File: src/rtl/riscv_pkg.sv
// Shared pipeline definitions: memory-access FSM encoding and default memory timeout.
package riscv_pkg;

  typedef enum logic {
    MaIdle = 1'b0,
    MaWait = 1'b1
  } ma_state_e;

  localparam int unsigned MaTimeoutCycles = 15;

endpackage

File: src/rtl/ma_mem_ctrl.sv
// Data-memory request FSM: issues one request per memory op, waits for ack or timeout.
module ma_mem_ctrl
  import riscv_pkg::*;
#(
  parameter int unsigned TIMEOUT_CYCLES = MaTimeoutCycles
) (
  input  logic        clk,
  input  logic        rst_n,
  input  logic        start,
  input  logic        start_we,
  input  logic [31:0] start_addr,
  input  logic [31:0] start_wdata,
  input  logic        mem_ack,
  output logic        ma_stall,
  output logic        done_ok,
  output logic        done_to,
  output logic        mem_req,
  output logic        mem_we,
  output logic [31:0] mem_addr,
  output logic [31:0] mem_wdata,
  output logic        mem_err
);

  localparam int unsigned CntW = $clog2(TIMEOUT_CYCLES + 1);
  localparam logic [CntW-1:0] CntLast = CntW'(TIMEOUT_CYCLES - 1);

  ma_state_e       state_q;
  logic [CntW-1:0] cnt_q;

  assign ma_stall = (state_q == MaWait);
  assign done_ok  = ma_stall & mem_ack;
  // An ack landing on the final wait cycle wins over the timeout.
  assign done_to  = ma_stall & ~mem_ack & (cnt_q == CntLast);

  always_ff @(posedge clk or negedge rst_n) begin
    if (!rst_n) begin
      state_q   <= MaIdle;
      cnt_q     <= '0;
      mem_req   <= 1'b0;
      mem_we    <= 1'b0;
      mem_addr  <= '0;
      mem_wdata <= '0;
      mem_err   <= 1'b0;
    end else begin
      unique case (state_q)
        MaIdle: begin
          if (start) begin
            state_q   <= MaWait;
            cnt_q     <= '0;
            mem_req   <= 1'b1;
            mem_we    <= start_we;
            mem_addr  <= start_addr;
            mem_wdata <= start_wdata;
          end
        end
        MaWait: begin
          if (mem_ack || cnt_q == CntLast) begin
            state_q <= MaIdle;
            mem_req <= 1'b0;
            mem_we  <= 1'b0;
            if (!mem_ack) mem_err <= 1'b1;
          end else begin
            cnt_q <= cnt_q + 1'b1;
          end
        end
        default: state_q <= MaIdle;
      endcase
    end
  end

endmodule

File: src/rtl/ma_stage.sv
// Memory-access pipeline stage: holds the MA/RW register and muxes retire data from
// the pass-through path or the completed memory access.
module ma_stage
  import riscv_pkg::*;
#(
  parameter int unsigned TIMEOUT_CYCLES = MaTimeoutCycles
) (
  input  logic        clk,
  input  logic        rst_n,
  input  logic        ex_ma_valid,
  input  logic [31:0] ex_ma_pc,
  input  logic [31:0] ex_ma_inst,
  input  logic [31:0] ex_ma_aluresult,
  input  logic [31:0] ex_ma_op2,
  input  logic        ex_ma_isld,
  input  logic        ex_ma_isst,
  input  logic        ex_ma_iscall,
  input  logic        ex_ma_iswb,
  output logic        ma_stall,
  output logic        mem_req,
  output logic        mem_we,
  output logic [31:0] mem_addr,
  output logic [31:0] mem_wdata,
  input  logic        mem_ack,
  input  logic [31:0] mem_rdata,
  output logic        ma_rw_valid,
  output logic        ma_rw_isld,
  output logic        ma_rw_iscall,
  output logic        ma_rw_iswb,
  output logic [31:0] ma_rw_pc,
  output logic [31:0] ma_rw_inst,
  output logic [31:0] ma_rw_aluresult,
  output logic [31:0] ma_rw_ldresult,
  output logic        mem_err
);

  logic mem_op, start, done_ok, done_to;

  assign mem_op = ex_ma_isld | ex_ma_isst;
  assign start  = ~ma_stall & ex_ma_valid & mem_op;

  ma_mem_ctrl #(
    .TIMEOUT_CYCLES(TIMEOUT_CYCLES)
  ) u_ctrl (
    .clk        (clk),
    .rst_n      (rst_n),
    .start      (start),
    .start_we   (ex_ma_isst & ~ex_ma_isld),
    .start_addr (ex_ma_aluresult),
    .start_wdata(ex_ma_op2),
    .mem_ack    (mem_ack),
    .ma_stall   (ma_stall),
    .done_ok    (done_ok),
    .done_to    (done_to),
    .mem_req    (mem_req),
    .mem_we     (mem_we),
    .mem_addr   (mem_addr),
    .mem_wdata  (mem_wdata),
    .mem_err    (mem_err)
  );

  // Instruction captured at acceptance; the EX/MA inputs are not trusted during WAIT.
  logic [31:0] lat_pc_q, lat_inst_q, lat_alu_q;
  logic        lat_isld_q, lat_iscall_q, lat_iswb_q;

  always_ff @(posedge clk or negedge rst_n) begin
    if (!rst_n) begin
      lat_pc_q     <= '0;
      lat_inst_q   <= '0;
      lat_alu_q    <= '0;
      lat_isld_q   <= 1'b0;
      lat_iscall_q <= 1'b0;
      lat_iswb_q   <= 1'b0;
    end else if (start) begin
      lat_pc_q     <= ex_ma_pc;
      lat_inst_q   <= ex_ma_inst;
      lat_alu_q    <= ex_ma_aluresult;
      lat_isld_q   <= ex_ma_isld;
      lat_iscall_q <= ex_ma_iscall;
      lat_iswb_q   <= ex_ma_iswb;
    end
  end

  logic        valid_d, isld_d, iscall_d, iswb_d;
  logic [31:0] pc_d, inst_d, alu_d, ld_d;

  always_comb begin
    valid_d  = 1'b0;
    isld_d   = 1'b0;
    iscall_d = 1'b0;
    iswb_d   = 1'b0;
    pc_d     = ma_rw_pc;
    inst_d   = ma_rw_inst;
    alu_d    = ma_rw_aluresult;
    ld_d     = ma_rw_ldresult;
    if (ma_stall) begin
      if (done_ok || done_to) begin
        valid_d  = 1'b1;
        isld_d   = lat_isld_q;
        iscall_d = lat_iscall_q;
        // Stores and timed-out loads never write back.
        iswb_d   = done_ok & lat_isld_q & lat_iswb_q;
        pc_d     = lat_pc_q;
        inst_d   = lat_inst_q;
        alu_d    = lat_alu_q;
        ld_d     = (done_ok && lat_isld_q) ? mem_rdata : 32'h0;
      end
    end else if (ex_ma_valid && !mem_op) begin
      valid_d  = 1'b1;
      iscall_d = ex_ma_iscall;
      iswb_d   = ex_ma_iswb;
      pc_d     = ex_ma_pc;
      inst_d   = ex_ma_inst;
      alu_d    = ex_ma_aluresult;
      ld_d     = 32'h0;
    end
  end

  always_ff @(posedge clk or negedge rst_n) begin
    if (!rst_n) begin
      ma_rw_valid     <= 1'b0;
      ma_rw_isld      <= 1'b0;
      ma_rw_iscall    <= 1'b0;
      ma_rw_iswb      <= 1'b0;
      ma_rw_pc        <= '0;
      ma_rw_inst      <= '0;
      ma_rw_aluresult <= '0;
      ma_rw_ldresult  <= '0;
    end else begin
      ma_rw_valid     <= valid_d;
      ma_rw_isld      <= isld_d;
      ma_rw_iscall    <= iscall_d;
      ma_rw_iswb      <= iswb_d;
      ma_rw_pc        <= pc_d;
      ma_rw_inst      <= inst_d;
      ma_rw_aluresult <= alu_d;
      ma_rw_ldresult  <= ld_d;
    end
  end

endmodule

File: config.mk
export PLATFORM = sky130hd
export DESIGN_NAME = ma_stage
export DESIGN_NICKNAME = d
export VERILOG_FILES = /design/src/rtl/riscv_pkg.sv /design/src/rtl/ma_mem_ctrl.sv /design/src/rtl/ma_stage.sv
export SDC_FILE = /design/constraint.sdc
export NUM_CORES = 1
export LEC_CHECK = 0
export ABC_AREA = 1
export CORE_ASPECT_RATIO = 1.4
export CORE_MARGIN = 5
export CORE_UTILIZATION = 36
export CTS_BUF_LIST = sky130_fd_sc_hd__clkbuf_4
export DETAILED_ROUTE_END_ITERATION = 8
export DONT_BUFFER_PORTS = 1
export HOLD_SLACK_MARGIN = 0.03
export PLACE_DENSITY_LB_ADDON = 0.25
export SLEW_MARGIN = 20
export SYNTH_ARGS = -nofsm -noshare
export SYNTH_HDL_FRONTEND = slang
export SYNTH_HIERARCHICAL = 1
export SYNTH_SLANG_ARGS = --single-unit
File: constraint.sdc
create_clock -name clk -period 2.4 [get_ports clk]
set_input_delay 0.48 -clock clk [delete_from_list [all_inputs] [get_ports clk]]
set_output_delay 0.48 -clock clk [all_outputs]
set_load 0.02 [all_outputs]
# Word-level counts from Yosys, hierarchy flattened
# Cells that the tools add are included.
# op_classes
n_reduce_logical	11
add_sub_neg	1
multipliers	0
bitwise	12
order_cmp	0
n_shift	0
div_mod_pow	0
muxes	35
eq_ne	5
# op_table
operator	n
32-bit two-way mux	13
1-bit two-way mux	16
1-bit AND	8
4-bit two-way mux	2
2-bit inequality test (second input constant)	4
4-bit case mux with 2 select lines	1
2-bit AND reduction	4
1-bit case mux with 2 select lines	3
4-bit by 1-bit adder with 4-bit output (second input constant)	1
4-bit == test (second input constant)	1
1-bit inverter	3
3-bit AND reduction	1
1-bit logical AND	2
1-bit logical OR	2
2-bit nonzero test	1
1-bit zero test	1
1-bit OR	1
# word_totals
ramBits	0
output_inout_bits	200
regBits	303
input_bits	168
romBits	0
n_memories	0
word_cells	85
latch_bits	0

# Logic depth before layout (Yosys ltp)
# Gate-level depths: netlist (run 1).
# logic_depth
ltp_word	6
depth_mapped	12
mapped_depth_nobuf	10

# Hierarchy
# The synthesis (run 1) kept the hierarchy.
# modules_own_cells
mod	seq_area_each_um2	n_inst	area_per_inst_um2	cells_per_inst
ma_stage	5780.5	1	10049.6	1211
ma_mem_ctrl	1801.7	1	2831.5	324

# Worst setup path after synthesis (run 1)
# No wires, ideal clock.
# synth_path
kind	reg-to-reg
start	reg u_ctrl.cnt_q[0]
end	reg ma_rw_pc[14]
required_time_ps	2283
t_arrival_ps	1554
setup_ps	117
synth_period_minus_slack_ps	1671
setup_slack_ps	729
stages_incl_launch_ff	13
path_buffers	2
cell_sequence	dfrtp_1 inv_1 ha_1 nand3_1 nand2_1 nand2_1 inv_1 o21ai_2 nand2_2 buf_4 buf_6 nand2_1 nand2_1
# synth_via
elab_chain_cells	5
# synth_rtl
item	line	rtl
from (decl)	ma_mem_ctrl.sv:28	logic [CntW-1:0] cnt_q;
from (signal assigned)	ma_mem_ctrl.sv:63	cnt_q <= cnt_q + 1'b1;
4-bit == test	ma_mem_ctrl.sv:33	assign done_to = ma_stall & ~mem_ack & (cnt_q == CntLast);
1-bit AND	ma_mem_ctrl.sv:33	
named net done_to	ma_stage.sv:37	logic mem_op, start, done_ok, done_to;
1-bit logical OR	ma_stage.sv:97	if (done_ok || done_to) begin
2-bit inequality test (no source line)	-	
2-bit AND reduction (no source line)	-	
to (signal assigned)	ma_stage.sv:134	ma_rw_pc <= pc_d;
to (decl)	ma_stage.sv:30	output logic [31:0] ma_rw_pc,
# The timed path passes the listed nets, and every way through them passes these cells.
# A chain may end at the register's enable or synchronous reset.

# Worst setup path in the final report (run 1)
# layout_path
start	reg u_ctrl.state_q, in the netlist u_ctrl/ma_stall
end	reg ma_rw_inst[14]
# layout_via
elab_chain_cells	5
word_cells_on_any_way	8
cone_classes	eq/ne (1); mux (1); bitwise (3); reduce/logical (3)
# layout_rtl
item	line	rtl
from (decl)	ma_mem_ctrl.sv:27	ma_state_e state_q;
from (signal assigned)	ma_mem_ctrl.sv:37	state_q <= MaIdle;
from (signal assigned)	ma_mem_ctrl.sv:48	state_q <= MaWait;
from (signal assigned)	ma_mem_ctrl.sv:58	state_q <= MaIdle;
1-bit AND (2 in series)	ma_mem_ctrl.sv:33	
1-bit logical OR	ma_stage.sv:97	
2-bit inequality test (no source line)	-	
2-bit AND reduction (no source line)	-	
to (signal assigned)	ma_stage.sv:135	ma_rw_inst <= inst_d;
to (decl)	ma_stage.sv:31	output logic [31:0] ma_rw_inst,
# Several ways; a longest one is shown, not always the timed one.

==> results of run 1 <==
[cell usage in the layout, fill, tap and decap left out]
master                          netlist  final
sky130_fd_sc_hd__nand2_1            639    638
sky130_fd_sc_hd__dfrtp_1            303    302
sky130_fd_sc_hd__o21ai_0            183    183
sky130_fd_sc_hd__nand3_1            168    168
sky130_fd_sc_hd__dlygate4sd3_1        0    167
sky130_fd_sc_hd__inv_1              113    113
sky130_fd_sc_hd__clkbuf_4             0    107
sky130_fd_sc_hd__o21ai_1             12     12
sky130_fd_sc_hd__clkinv_1             0      8
sky130_fd_sc_hd__buf_12               0      7
sky130_fd_sc_hd__buf_4                6      6
sky130_fd_sc_hd__nor2_1               4      4
sky130_fd_sc_hd__inv_2                2      4
sky130_fd_sc_hd__bufinv_16            0      3
sky130_fd_sc_hd__diode_2              0      2
sky130_fd_sc_hd__nor2_2               2      2
sky130_fd_sc_hd__nand2_4              0      2
sky130_fd_sc_hd__clkinvlp_4           0      2
sky130_fd_sc_hd__ha_1                 2      2
sky130_fd_sc_hd__o21ai_4              0      1
sky130_fd_sc_hd__nand2_8              0      1
sky130_fd_sc_hd__clkinv_2             0      1
sky130_fd_sc_hd__nand2_2              3      1
sky130_fd_sc_hd__xor2_1               1      1
sky130_fd_sc_hd__nand4_1              1      1
sky130_fd_sc_hd__dfrtp_4              0      1
[how the worst max path moves through the flow]
| stage | start | end | slack, ns | depth (start not counted) |
|---|---|---|---|---|
| 2_1_floorplan | u_ctrl/cnt_q[0] | ma_rw_pc[14] | 0.73 | 12 |
| 3_3_place_gp | u_ctrl/ma_stall | ma_rw_inst[25] | 0.43 | 6 |
| 3_5_place_dp | u_ctrl/ma_stall | ma_rw_inst[25] | 0.41 | 6 |
| 4_1_cts | u_ctrl/ma_stall | ma_rw_aluresult[29] | 0.37 | 6 |
| 5_1_grt | u_ctrl/ma_stall | ma_rw_pc[3] | 0.24 | 6 |
| 6_report | u_ctrl/ma_stall | ma_rw_inst[14] | 0.36 | 6 |
[worst max-delay path: stages (launching register included)]
cell and delay, ns:
sky130_fd_sc_hd__dfrtp_4 0.51, sky130_fd_sc_hd__buf_12 0.40, sky130_fd_sc_hd__o21ai_4 0.19, sky130_fd_sc_hd__nand2_4 0.12
sky130_fd_sc_hd__buf_12 0.36, sky130_fd_sc_hd__nand2_1 0.11, sky130_fd_sc_hd__nand2_1 0.08
[registers in the layout, indices dropped and copies added (netlist names), 4 cells and up]
name / cells
lat_alu_q: 32
u_ctrl/mem_addr: 32
u_ctrl/cnt_q: 4
ma_rw_aluresult: 32
lat_pc_q: 32
ma_rw_pc: 32
lat_inst_q: 32
u_ctrl/mem_wdata: 32
ma_rw_inst: 32
ma_rw_ldresult: 32
[metal layers]
| layer | share of wire, % | up-vias | GRT usage, % |
|---|---|---|---|
| met5 | 0 | - | 0 |
| met2 | 50 | 370 | 29.3 |
| met4 | 3.7 | 0 | 8.58 |
| met3 | 7.6 | 74 | 4.87 |
| met1 | 39 | 4979 | 20.4 |
| li1 | - | 5180 | - |
[layout make-up]
cell class / instances / area share [%]
antenna: 2 / 0.0318
clock buffer: 107 / 5.10
clock inverter: 16 / 0.937
inverter: 115 / 2.74
multi-input combinational: 1016 / 27.6
sequential: 303 / 48.2
tap: 462 / 3.67
timing repair buffer: 180 / 11.8
[power by group]
group	leakage, nW	switching (mW)	internal [mW]
Sequential	3.82	3.20	6.93
Clock	0.560	2.05	2.36
Combinational	3.78	1.90	1.34
Total	8.16	7.15	10.6
[cells by family (layout without fill, tap and decap cells)]
| family | after synthesis | after routing |
|---|---|---|
| AOI/OAI and AO/OA | 196 | 196 |
| xor gates and xnor gates | 1 | 1 |
| adders and majority gates | 2 | 2 |
| buffers and inverters | 216 | 418 |
| DFF | 303 | 303 |
| other | 0 | 2 |
| and+or+nand+nor | 817 | 817 |
==> reports/qor.log, run 1 <==
[critical_path] type of the worst setup path reg -> reg
[timing] Final Hold Fails 303
[synth] Net Count, Synth 1705
[synth] cell types occupying the most area after synthesis sky130_fd_sc_hd__dfrtp_1 (59%), sky130_fd_sc_hd__nand2_1 (19%), sky130_fd_sc_hd__o21ai_0 (7.1%), sky130_fd_sc_hd__nand3_1 (6.5%), sky130_fd_sc_hd__inv_1 (3.3%)
[detailed_routing] via count of the routed design 10600
[synth] Yosys reg bits 303
[synth] sequential-to-total area share from yosys stat 58.9%
[synth] fraction of registers with async set or reset after synthesis 100%
[synth] average cell area after synthesis 8.39 µm²
[synth] most numerous cell types in the synthesized netlist sky130_fd_sc_hd__nand2_1 (639), sky130_fd_sc_hd__dfrtp_1 (303), sky130_fd_sc_hd__o21ai_0 (183), sky130_fd_sc_hd__nand3_1 (168), sky130_fd_sc_hd__inv_1 (113)
[critical_path] start of the worst register-to-register path u_ctrl/ma_stall
[cts] Gates resized, CTS repair 0
[detailed_routing] remaining number of nets flagged by the antenna check after routing 0
[synth] summed instance area of the synthesized netlist 12900 µm²
[global_routing] GRT Resource Usage Total 17.4%
[job] count of max-cap constraint violations 0
[synth] adder-cell area share of the yosys netlist 0.194%
[cts] count of H-tree levels built during CTS 3
[cts] clock sink count 303
[timing] TNS Setup 0 ns
[global_routing] antenna violations before repair 1
[detailed_routing] total detailed-routing wirelength 35200 µm
[cts] clock latency reported for the late side of the worst-skew pair 0.72 ns
[cts] count of hold buffers inserted by post-cts repair 167
[power] Pwr Density 1130 nW/µm²
[timing] endpoints failing setup 0
[detailed_routing] routed vias/inst 4.82
[die] width of the die 170 µm
[final_layout] Multi-input gate area 4340 µm²
[timing] minimum clock period after layout 2.04 ns
[final_layout] ratio of cells with drive above 1 in the final layout 7.94%
[global_routing] via count of the first global-routing pass 10700
[timing] unrepaired setup endpoints after global routing no
[cts] Root Buffer sky130_fd_sc_hd__clkbuf_4
[final_layout] area of all placed cells without fillers 15800 µm²
[critical_path] worst reg-to-reg path cell count 6
[synth] Synth cell types 18
[detailed_routing] post-detailed-route DRC marker count 0
[timing] final-report max-slew violation count 0
[timing] headroom to the max-slew limit 9.79%
[die] die boundary height 234 µm
[final_layout] filler instances 3461
[global_routing] largest net degree at the start of global routing 304
[final_layout] final non-filler cell total 2201
[place] Cell Count Post-Placement 1909
[synth] synthesized instance count 1535
[final_layout] Area Overhead vs Synth 22.3%
[critical_path] setup slack on the worst flop-to-flop path 0.36 ns
[final_layout] register area 7590 µm²
[cts] clock transition at the registers of the reported paths 0.07 ns
[timing] final setup margin 0.363 ns
[place] worst slack, placed 0.409 ns
[die] count of standard-cell rows 82
[synth] share of the synthesized netlist area taken by xor and xnor gates 0.0680%
[synth] number of synthesized flops with an enable pin 0
[place] standard cell area after detailed placement 13100 µm²
[synth] most instantiated library cell after synthesis sky130_fd_sc_hd__nand2_1
[cts] total CTS buffers 78
[synth] Synth Flop Type sky130_fd_sc_hd__dfrtp_1
[timing] measured slew at the worst slew-check pin 1.35 ns
[detailed_routing] initial DRC count 556
[timing] worst hold slack after final layout -0.555 ns
[place] DP HPWL 21000 µm
[place] Port Buffers 0
[cts] clock tree from TritonCTS done
[status] status finished, violations left
[detailed_routing] DRT Pass-1 Iters 5
[critical_path] CP max FO 135
[critical_path] arrival time at the worst endpoint 2.68 ns
[timing] Fin Clk Skew 0.0306 ns
[critical_path] critical path required time 3.05 ns
[worst_hold_path] class of the worst hold path in -> async
[cts] number of buffers added for setup after CTS 0
[timing] share of the cycle needed by the critical path after routing 84.9%
[place] routability-driven placement congestion ratio 0.783
[die] initial standard-cell utilization of the core 36.2%
[timing] highest clock frequency the design can meet 0.491 GHz
[synth] cell taking the most area after synthesis sky130_fd_sc_hd__dfrtp_1
[die] num ports 368
[power] maximum vdd drop 507 µV
[synth] largest family of logic cells by synthesized area simple AND/OR/NAND/NOR gates
[status] violations in the final reports hold timing
[synth] multiplexer share of the synthesized area 0%
[synth] share of the synthesized area in compound gates (AO/OA/AOI/OAI) 7.64%
[synth] share of the synthesized area in the top cell type 58.9%
[final_layout] # nets final 1864
[synth] simple-gate portion of the synthesized area 25.6%
[critical_path] type of element capturing the critical path flop
[power] overall power after layout 17.8 mW
[global_routing] global-route wire length before repair 56000 µm
[cts] maximum root-to-sink buffer count 3
[global_routing] overall overflow remaining after global route 0
[power] Leak Pwr 8.16 nW
[synth] Yosys warning count 6
[critical_path] startpoint type of the worst setup path flop
[detailed_routing] WL per Instance 16.0 µm
[final_layout] fraction of the core area covered by cells at the end of the flow 44.2%
[die] Die Outline Area 39700 µm²
[die] CORE AREA 35600 µm²
[critical_path] Critical R2R Capture ma_rw_inst[14]
Note: power is estimated with default switching activity, not from simulation.
==> run 2: changes to the inputs <==
==> constraint.sdc (replaced) <==
create_clock -name clk -period 1.8 [get_ports clk]
set_input_delay 0.36 -clock clk [delete_from_list [all_inputs] [get_ports clk]]
set_output_delay 0.36 -clock clk [all_outputs]
set_load 0.02 [all_outputs]
==> run 2 against run 1 <==
Global-route usage rose by 1.1 points. Design area rose by 6.1%. Critical path type is now reg -> out. Total power rose by 39%. Sequential share of layout area fell by 2.8 points. Clock skew rose by 0.0079 ns. Sequential power rose by 34%. The run ends with hold timing, slew limit left.
==> reports/qor.log, run 2 (synthesis results as in run 1) <==
[cts] maximum root-to-sink buffer count 3 [unchanged]
[power] maximum vdd drop 757 µV [+49%]
[die] num ports 368 [unchanged]
[power] Leak Pwr 8.62 nW [+5.6%]
[critical_path] setup slack on the worst flop-to-flop path 0.05 ns [-0.31 ns]
[cts] count of hold buffers inserted by post-cts repair 167 [unchanged]
[timing] endpoints failing setup 0 [unchanged]
[global_routing] global-route wire length before repair 59000 µm [+5.5%]
[place] DP HPWL 21800 µm [+3.7%]
[die] initial standard-cell utilization of the core 36.2% [unchanged]
[critical_path] type of element capturing the critical path primary output
[detailed_routing] DRT Pass-1 Iters 5 [unchanged]
[cts] clock transition at the registers of the reported paths 0.06 ns [about the same]
[die] width of the die 170 µm [unchanged]
[place] Port Buffers 0 [unchanged]
[global_routing] largest net degree at the start of global routing 304 [unchanged]
[detailed_routing] via count of the routed design 11000 [+4.0%]
[final_layout] most common library cell in the layout ignoring fill and taps sky130_fd_sc_hd__nand2_1
[timing] measured slew at the worst slew-check pin 1.56 ns [+0.202 ns]
[job] count of max-cap constraint violations 0 [unchanged]
[critical_path] arrival time at the worst endpoint 1.40 ns [-1.28 ns]
[die] die boundary height 234 µm [unchanged]
[power] part of the total power dissipated in combinational logic 21.5% [+3.2 points]
[critical_path] number of buffer and inverter stages on the critical path 1 [-1]
[critical_path] largest stage delay on the critical path 0.51 ns [about the same]
[critical_path] worst reg-to-reg path cell count 11 [+5]
[power] part of the power in registers 54.5% [-2.4 points]
[power] clock share of power 24.0% [-0.8 points]
[global_routing] via count of the first global-routing pass 11000 [+3.3%]
[critical_path] critical path required time 1.44 ns [-1.61 ns]
[final_layout] register area 7590 µm² [unchanged]
[detailed_routing] WL per Instance 18.1 µm [+14%]
[final_layout] ratio of cells with drive above 1 in the final layout 11.1% [+3.2 points]
[cts] clock sink count 303 [unchanged]
[timing] minimum clock period after layout 1.76 ns
[timing] headroom to the max-slew limit -3.71% [-13 points]
[power] Switching Fraction 40.4% [+0.21 points]
[die] CORE AREA 35600 µm² [unchanged]
[status] status finished, violations left
[cts] Root Buffer sky130_fd_sc_hd__clkbuf_4
[place] routability-driven placement congestion ratio 0.782 [about the same]
[final_layout] # nets final 1915 [+2.7%]
[critical_path] Worst setup startpoint u_ctrl/ma_stall
[critical_path] start of the worst register-to-register path u_ctrl/ma_stall
[status] violations in the final reports hold timing, slew limit
[detailed_routing] remaining number of nets flagged by the antenna check after routing 0 [unchanged]
[critical_path] CP Depth 1 [-5]
[critical_path] CP max FO 5 [-96%]
[final_layout] most frequent cells in the layout sky130_fd_sc_hd__nand2_1 (636), sky130_fd_sc_hd__dfrtp_1 (302), sky130_fd_sc_hd__o21ai_0 (181), sky130_fd_sc_hd__nand3_1 (167), sky130_fd_sc_hd__dlygate4sd3_1 (167)
[global_routing] antenna violations before repair 1 [unchanged]
[timing] share of the cycle needed by the critical path after routing 97.8%
[critical_path] highest-delay cell along the critical path sky130_fd_sc_hd__dfrtp_4
[final_layout] fraction of the core area covered by cells at the end of the flow 47.0% [+2.7 points]
[die] Die Outline Area 39700 µm² [unchanged]
[power] internal power 14.7 mW [+39%]
[cts] total CTS buffers 79 [+1.3%]
[global_routing] GRT Resource Usage Total 18.5% [+1.1 points]
[power] Pwr Density 1480 nW/µm² [+31%]
[timing] Fin Clk Skew 0.0385 ns [+0.00795 ns]
[timing] final-report max-slew violation count 63 [+63]
[critical_path] endpoint of the worst setup timing path ma_stall
[timing] worst hold slack after final layout -0.678 ns [-0.123 ns]
[detailed_routing] initial DRC count 567 [+2.0%]
[detailed_routing] total detailed-routing wirelength 41000 µm [+17%]
[die] count of standard-cell rows 82 [unchanged]
[detailed_routing] post-detailed-route DRC marker count 0 [unchanged]
[timing] highest clock frequency the design can meet 0.568 GHz
[final_layout] Area Overhead vs Synth 29.8%
[cts] clock latency reported for the late side of the worst-skew pair 0.75 ns [+0.03 ns]
[critical_path] Critical R2R Capture ma_rw_pc[12]
[cts] clock tree from TritonCTS done
[global_routing] overall overflow remaining after global route 0 [unchanged]
[final_layout] Multi-input gate area 4410 µm² [+1.6%]
[critical_path] type of the worst setup path reg -> out
[critical_path] critical path cell sequence buf_16
[timing] Final Hold Fails 303 [unchanged]
[detailed_routing] routed vias/inst 4.88 [+1.4%]
[critical_path] top cell family by delay on the critical path flip-flops
[critical_path] startpoint type of the worst setup path flop
[timing] unrepaired setup endpoints after global routing yes
[place] standard cell area after detailed placement 13400 µm² [+1.8%]
[worst_hold_path] class of the worst hold path in -> async
[timing] TNS Setup 0 ns [unchanged]
[final_layout] area of all placed cells without fillers 16700 µm² [+6.1%]
[final_layout] filler instances 3370 [-2.6%]
[power] switching power 10.0 mW [+40%]
[power] overall power after layout 24.8 mW [+39%]
[cts] count of H-tree levels built during CTS 3 [unchanged]
## run 2: cell count changes in the layout (fill, tap and decap cells not counted), moves of 3 or more
cell,change
sky130_fd_sc_hd__buf_16,+8
sky130_fd_sc_hd__buf_4,+15
sky130_fd_sc_hd__buf_6,+9
sky130_fd_sc_hd__bufbuf_16,+5
sky130_fd_sc_hd__clkbuf_16,+9
sky130_fd_sc_hd__clkbuf_4,+3
sky130_fd_sc_hd__clkinv_2,+3
sky130_fd_sc_hd__nand2_8,+3
## run 2: layout make-up
| class | instances | share of cell area, % |
|---|---|---|
| clock inverter | 21 | 0.943 |
| clock buffer | 110 | 4.94 |
| timing repair buffer | 228 | 16.3 |
| tap | 462 | 3.46 |
| multi-input combinational | 1018 | 26.4 |
| inverter | 115 | 2.60 |
| antenna | 1 | 0.0150 |
| sequential | 303 | 45.4 |
## run 2: worst min-delay path by stage
stage	to	cells after the start	slack, ns
2_1_floorplan	lat_alu_q[0]	0	0.06
3_3_place_gp	ma_rw_ldresult[12]	0	0.07
3_5_place_dp	ma_rw_ldresult[1]	0	0.07
4_1_cts	ma_rw_ldresult[21]	0	-0.78
5_1_grt	ma_rw_ldresult[12]	0	-0.75
6_report	ma_rw_ldresult[1]	0	-0.68
## run 2: layer usage
metal	part of all wire, %	global-route usage (%)	wire length, µm	vias up
met1	38	21.4	15500	5223
met4	3.7	8.99	1530	0
met2	51	31.8	21100	420
met3	7.0	4.91	2870	92
met5	0	0	0	-
li1	-	-	-	5291
## run 2: stage by stage
step	hold WS, ns	instances	worst slack (ns)
after floorplan	0.0644	1535	0.129
after global placement	0.0731	1928	0.0431
after detailed placement	0.0740	1928	0.0178
after CTS	-0.778	2239	-0.0497
after global routing	-0.749	2258	-0.0651
final	-0.678	2258	0.0388
## run 2: power groups by stage
stage | Combinational [mW] | Clock (mW) | Sequential (mW)
2_1_floorplan | 3.42 | 0 | 12.8
3_3_place_gp | 4.03 | 0 | 13.6
3_5_place_dp | 4.24 | 0 | 13.6
4_1_cts | 5.00 | 6.20 | 13.5
5_1_grt | 6.09 | 6.54 | 13.8
6_report | 5.32 | 5.95 | 13.5
## run 2: timing repair
action | 4_1_cts | 5_1_grt
setup buffers | 7 | 1
resized for setup | 5 | 23
endpoints found under the setup margin | 6 | 222
cloned | 6 | 17
endpoints found under the hold margin | 604 | 303
pin swaps | 1 | 3
==> run 3: changes to the inputs <==
==> constraint.sdc (replaced) <==
create_clock -name clk -period 1.5 [get_ports clk]
set_input_delay 0.3 -clock clk [delete_from_list [all_inputs] [get_ports clk]]
set_output_delay 0.3 -clock clk [all_outputs]
set_load 0.02 [all_outputs]
==> run 3 against run 2 <==
The flow finishes with violations (hold timing, setup timing). Worst setup slack lost 0.34 ns. Design area up 19%. Flip-flop and latch count unchanged. Register-to-register slack got worse by 0.35 ns. Critical path depth increased by 11. Via count up 9.7%. Hold slack worse by 0.078 ns. Combinational power grew 79%. Critical endpoint is now ma_rw_aluresult[16]. Largest power group unchanged.
==> reports/qor.log, run 3 (synthesis results as in run 1) <==
[status] status finished, violations left
[status] violations in the final reports hold timing, setup timing
[critical_path] arrival time at the worst endpoint 2.42 ns [+1.02 ns]
[timing] final-report max-slew violation count 0 [-100%]
[detailed_routing] total detailed-routing wirelength 50000 µm [+22%]
[detailed_routing] routed vias/inst 5.14 [+5.2%]
[global_routing] largest net degree at the start of global routing 304 [unchanged]
[timing] headroom to the max-slew limit 55.4% [+59 points]
[final_layout] register area 7600 µm² [+0.15%]
[timing] endpoints failing setup 467 [+467]
[die] Die Outline Area 39700 µm² [unchanged]
[timing] highest clock frequency the design can meet 0.555 GHz
[timing] measured slew at the worst slew-check pin 0.668 ns [-0.887 ns]
[cts] clock latency reported for the late side of the worst-skew pair 0.77 ns [+0.02 ns]
[final_layout] # nets final 2006 [+4.8%]
[detailed_routing] initial DRC count 838 [+48%]
[timing] Final Hold Fails 303 [unchanged]
[die] initial standard-cell utilization of the core 36.2% [unchanged]
[final_layout] Multi-input gate area 5660 µm² [+28%]
[global_routing] antenna violations before repair 3 [+2]
[cts] count of H-tree levels built during CTS 3 [unchanged]
[final_layout] Area Overhead vs Synth 54.0%
[global_routing] global-route wire length before repair 60300 µm [+2.2%]
[final_layout] most common library cell in the layout ignoring fill and taps sky130_fd_sc_hd__nand2_1
[power] Pwr Density 1670 nW/µm² [+13%]
[place] DP HPWL 22500 µm [+3.5%]
[die] CORE AREA 35600 µm² [unchanged]
[timing] share of the cycle needed by the critical path after routing 120%
[critical_path] type of the worst setup path reg -> reg
[cts] Root Buffer sky130_fd_sc_hd__clkbuf_4
[detailed_routing] via count of the routed design 12100 [+9.7%]
[cts] total CTS buffers 79 [unchanged]
[final_layout] filler instances 2995 [-11%]
[place] routability-driven placement congestion ratio 0.774 [-1.1%]
[final_layout] most frequent cells in the layout sky130_fd_sc_hd__nand2_1 (420), sky130_fd_sc_hd__dfrtp_1 (293), sky130_fd_sc_hd__dlygate4sd3_1 (167), sky130_fd_sc_hd__nand2_2 (149), sky130_fd_sc_hd__nand3_1 (138)
[die] num ports 368 [unchanged]
[detailed_routing] WL per Instance 21.2 µm [+17%]
[global_routing] overall overflow remaining after global route 0 [unchanged]
[detailed_routing] DRT Pass-1 Iters 6 [+1]
[die] die boundary height 234 µm [unchanged]
[final_layout] ratio of cells with drive above 1 in the final layout 31.3% [+20 points]
[power] Leak Pwr 10.0 nW [+16%]
[critical_path] critical path required time 2.12 ns [+0.68 ns]
[cts] clock transition at the registers of the reported paths 0.07 ns [about the same]
[critical_path] startpoint type of the worst setup path flop
[timing] minimum clock period after layout 1.80 ns
[place] Port Buffers 0 [unchanged]
[global_routing] GRT Resource Usage Total 18.9% [+0.35 points]
[die] count of standard-cell rows 82 [unchanged]
[cts] clock tree from TritonCTS done
[timing] unrepaired setup endpoints after global routing yes
[timing] worst hold slack after final layout -0.756 ns [-0.0780 ns]
[power] maximum vdd drop 1010 µV [+33%]
[die] width of the die 170 µm [unchanged]
[job] count of max-cap constraint violations 0 [unchanged]
[global_routing] via count of the first global-routing pass 11100 [+0.44%]
[cts] clock sink count 303 [unchanged]
[worst_hold_path] class of the worst hold path in -> async
[cts] maximum root-to-sink buffer count 3 [unchanged]
[timing] final setup margin -0.302 ns [-0.341 ns]
[critical_path] CP max FO 7 [+2]
[timing] Fin Clk Skew 0.0582 ns [+0.0196 ns]
[critical_path] type of element capturing the critical path flop
[place] Cell Count Post-Placement 1935 [+0.36%]
[detailed_routing] post-detailed-route DRC marker count 0 [unchanged]
[detailed_routing] remaining number of nets flagged by the antenna check after routing 0 [unchanged]
[final_layout] final non-filler cell total 2356 [+4.3%]
-- run 3: changes by cell type in the layout (fill, tap and decap cells not counted), moves of 32 or more --
cell and delta:
sky130_fd_sc_hd__o21ai_2 +45, sky130_fd_sc_hd__nand2_1 -216, sky130_fd_sc_hd__o21ai_0 -83, sky130_fd_sc_hd__o21ai_1 +38
sky130_fd_sc_hd__clkbuf_16 +32, sky130_fd_sc_hd__nand2_4 +70, sky130_fd_sc_hd__nand2_2 +146
-- run 3: final cells by class --
class / count / area share (%)
sequential: 303 / 38.3
multi-input combinational: 1019 / 28.5
timing repair buffer: 317 / 22.9
clock buffer: 106 / 4.01
tap: 462 / 2.91
inverter: 115 / 2.42
clock inverter: 30 / 0.845
timing repair inverter: 1 / 0.0820
antenna: 3 / 0.0379
-- run 3: repair_timing --
action,4_1_cts,5_1_grt
hold buffers,167,1
buffers inserted,15,24
setup endpoints to repair,380,502
pin swaps,7,95
gates cloned,13,70
hold endpoints to repair,604,304
gates resized for setup,48,551
-- run 3: path summary, 6_finish.rpt --
check                                       end  cells past startpoint  slack, ns       startpoint
setup / recovery            ma_rw_aluresult[16]                     12      -0.30  u_ctrl/cnt_q[1]
hold / removal             u_ctrl/mem_wdata[24]                      0      -0.76            rst_n
setup reg to reg            ma_rw_aluresult[16]                     12      -0.30  u_ctrl/cnt_q[1]
hold reg to reg                  lat_inst_q[14]                      2       0.49   lat_inst_q[14]
max in group asynchronous        lat_inst_q[13]                      0       1.67            rst_n
min in group clk             ma_rw_ldresult[11]                      8       0.18          mem_ack
-- run 3: critical path, cell delays in order, from the launching register on --
cell	delay (ns)
sky130_fd_sc_hd__dfrtp_1	0.41
sky130_fd_sc_hd__ha_4	0.18
sky130_fd_sc_hd__nand3_4	0.06
sky130_fd_sc_hd__nand2_4	0.06
sky130_fd_sc_hd__nand2_4	0.08
sky130_fd_sc_hd__inv_4	0.04
sky130_fd_sc_hd__o21ai_4	0.17
sky130_fd_sc_hd__buf_6	0.16
sky130_fd_sc_hd__nand2_8	0.08
sky130_fd_sc_hd__buf_12	0.16
sky130_fd_sc_hd__buf_16	0.15
sky130_fd_sc_hd__nand2_2	0.06
sky130_fd_sc_hd__nand2_2	0.05
-- run 3: routing by layer --
layer	share of wire (%)	wire, µm	up-vias	global-route usage, %
met5	0.026	13	-	0
li1	-	-	5530	-
met2	53	26500	534	31.0
met1	36	17900	5912	22.9
met4	4.0	1980	2	8.46
met3	7.2	3580	122	5.50
-- run 3: report_power, final --
| part | leakage (nW) | total (mW) | switching, mW | internal (mW) |
|---|---|---|---|---|
| Sequential | 3.80 | 16.5 | 5.45 | 11.1 |
| Clock | 0.566 | 7.11 | 3.62 | 3.49 |
| Combinational | 5.65 | 9.54 | 4.84 | 4.71 |
| Total | 10.0 | 33.2 | 13.9 | 19.3 |
-- run 3: stage by stage --
stage	power (mW)	utilization [%]	cell area, µm²	worst slack (ns)	TNS (ns)
CTS	29.9	47.0	16700	-0.367	-82.98
floorplan	19.5	-	12900	-0.139	-11.90
finish	33.2	55.7	19800	-0.302	-57.01
global placement	21.3	37.8	13400	-0.225	-23.27
global route	35.1	55.7	19800	-0.388	-93.76
detailed placement	21.5	37.8	13400	-0.284	-31.46
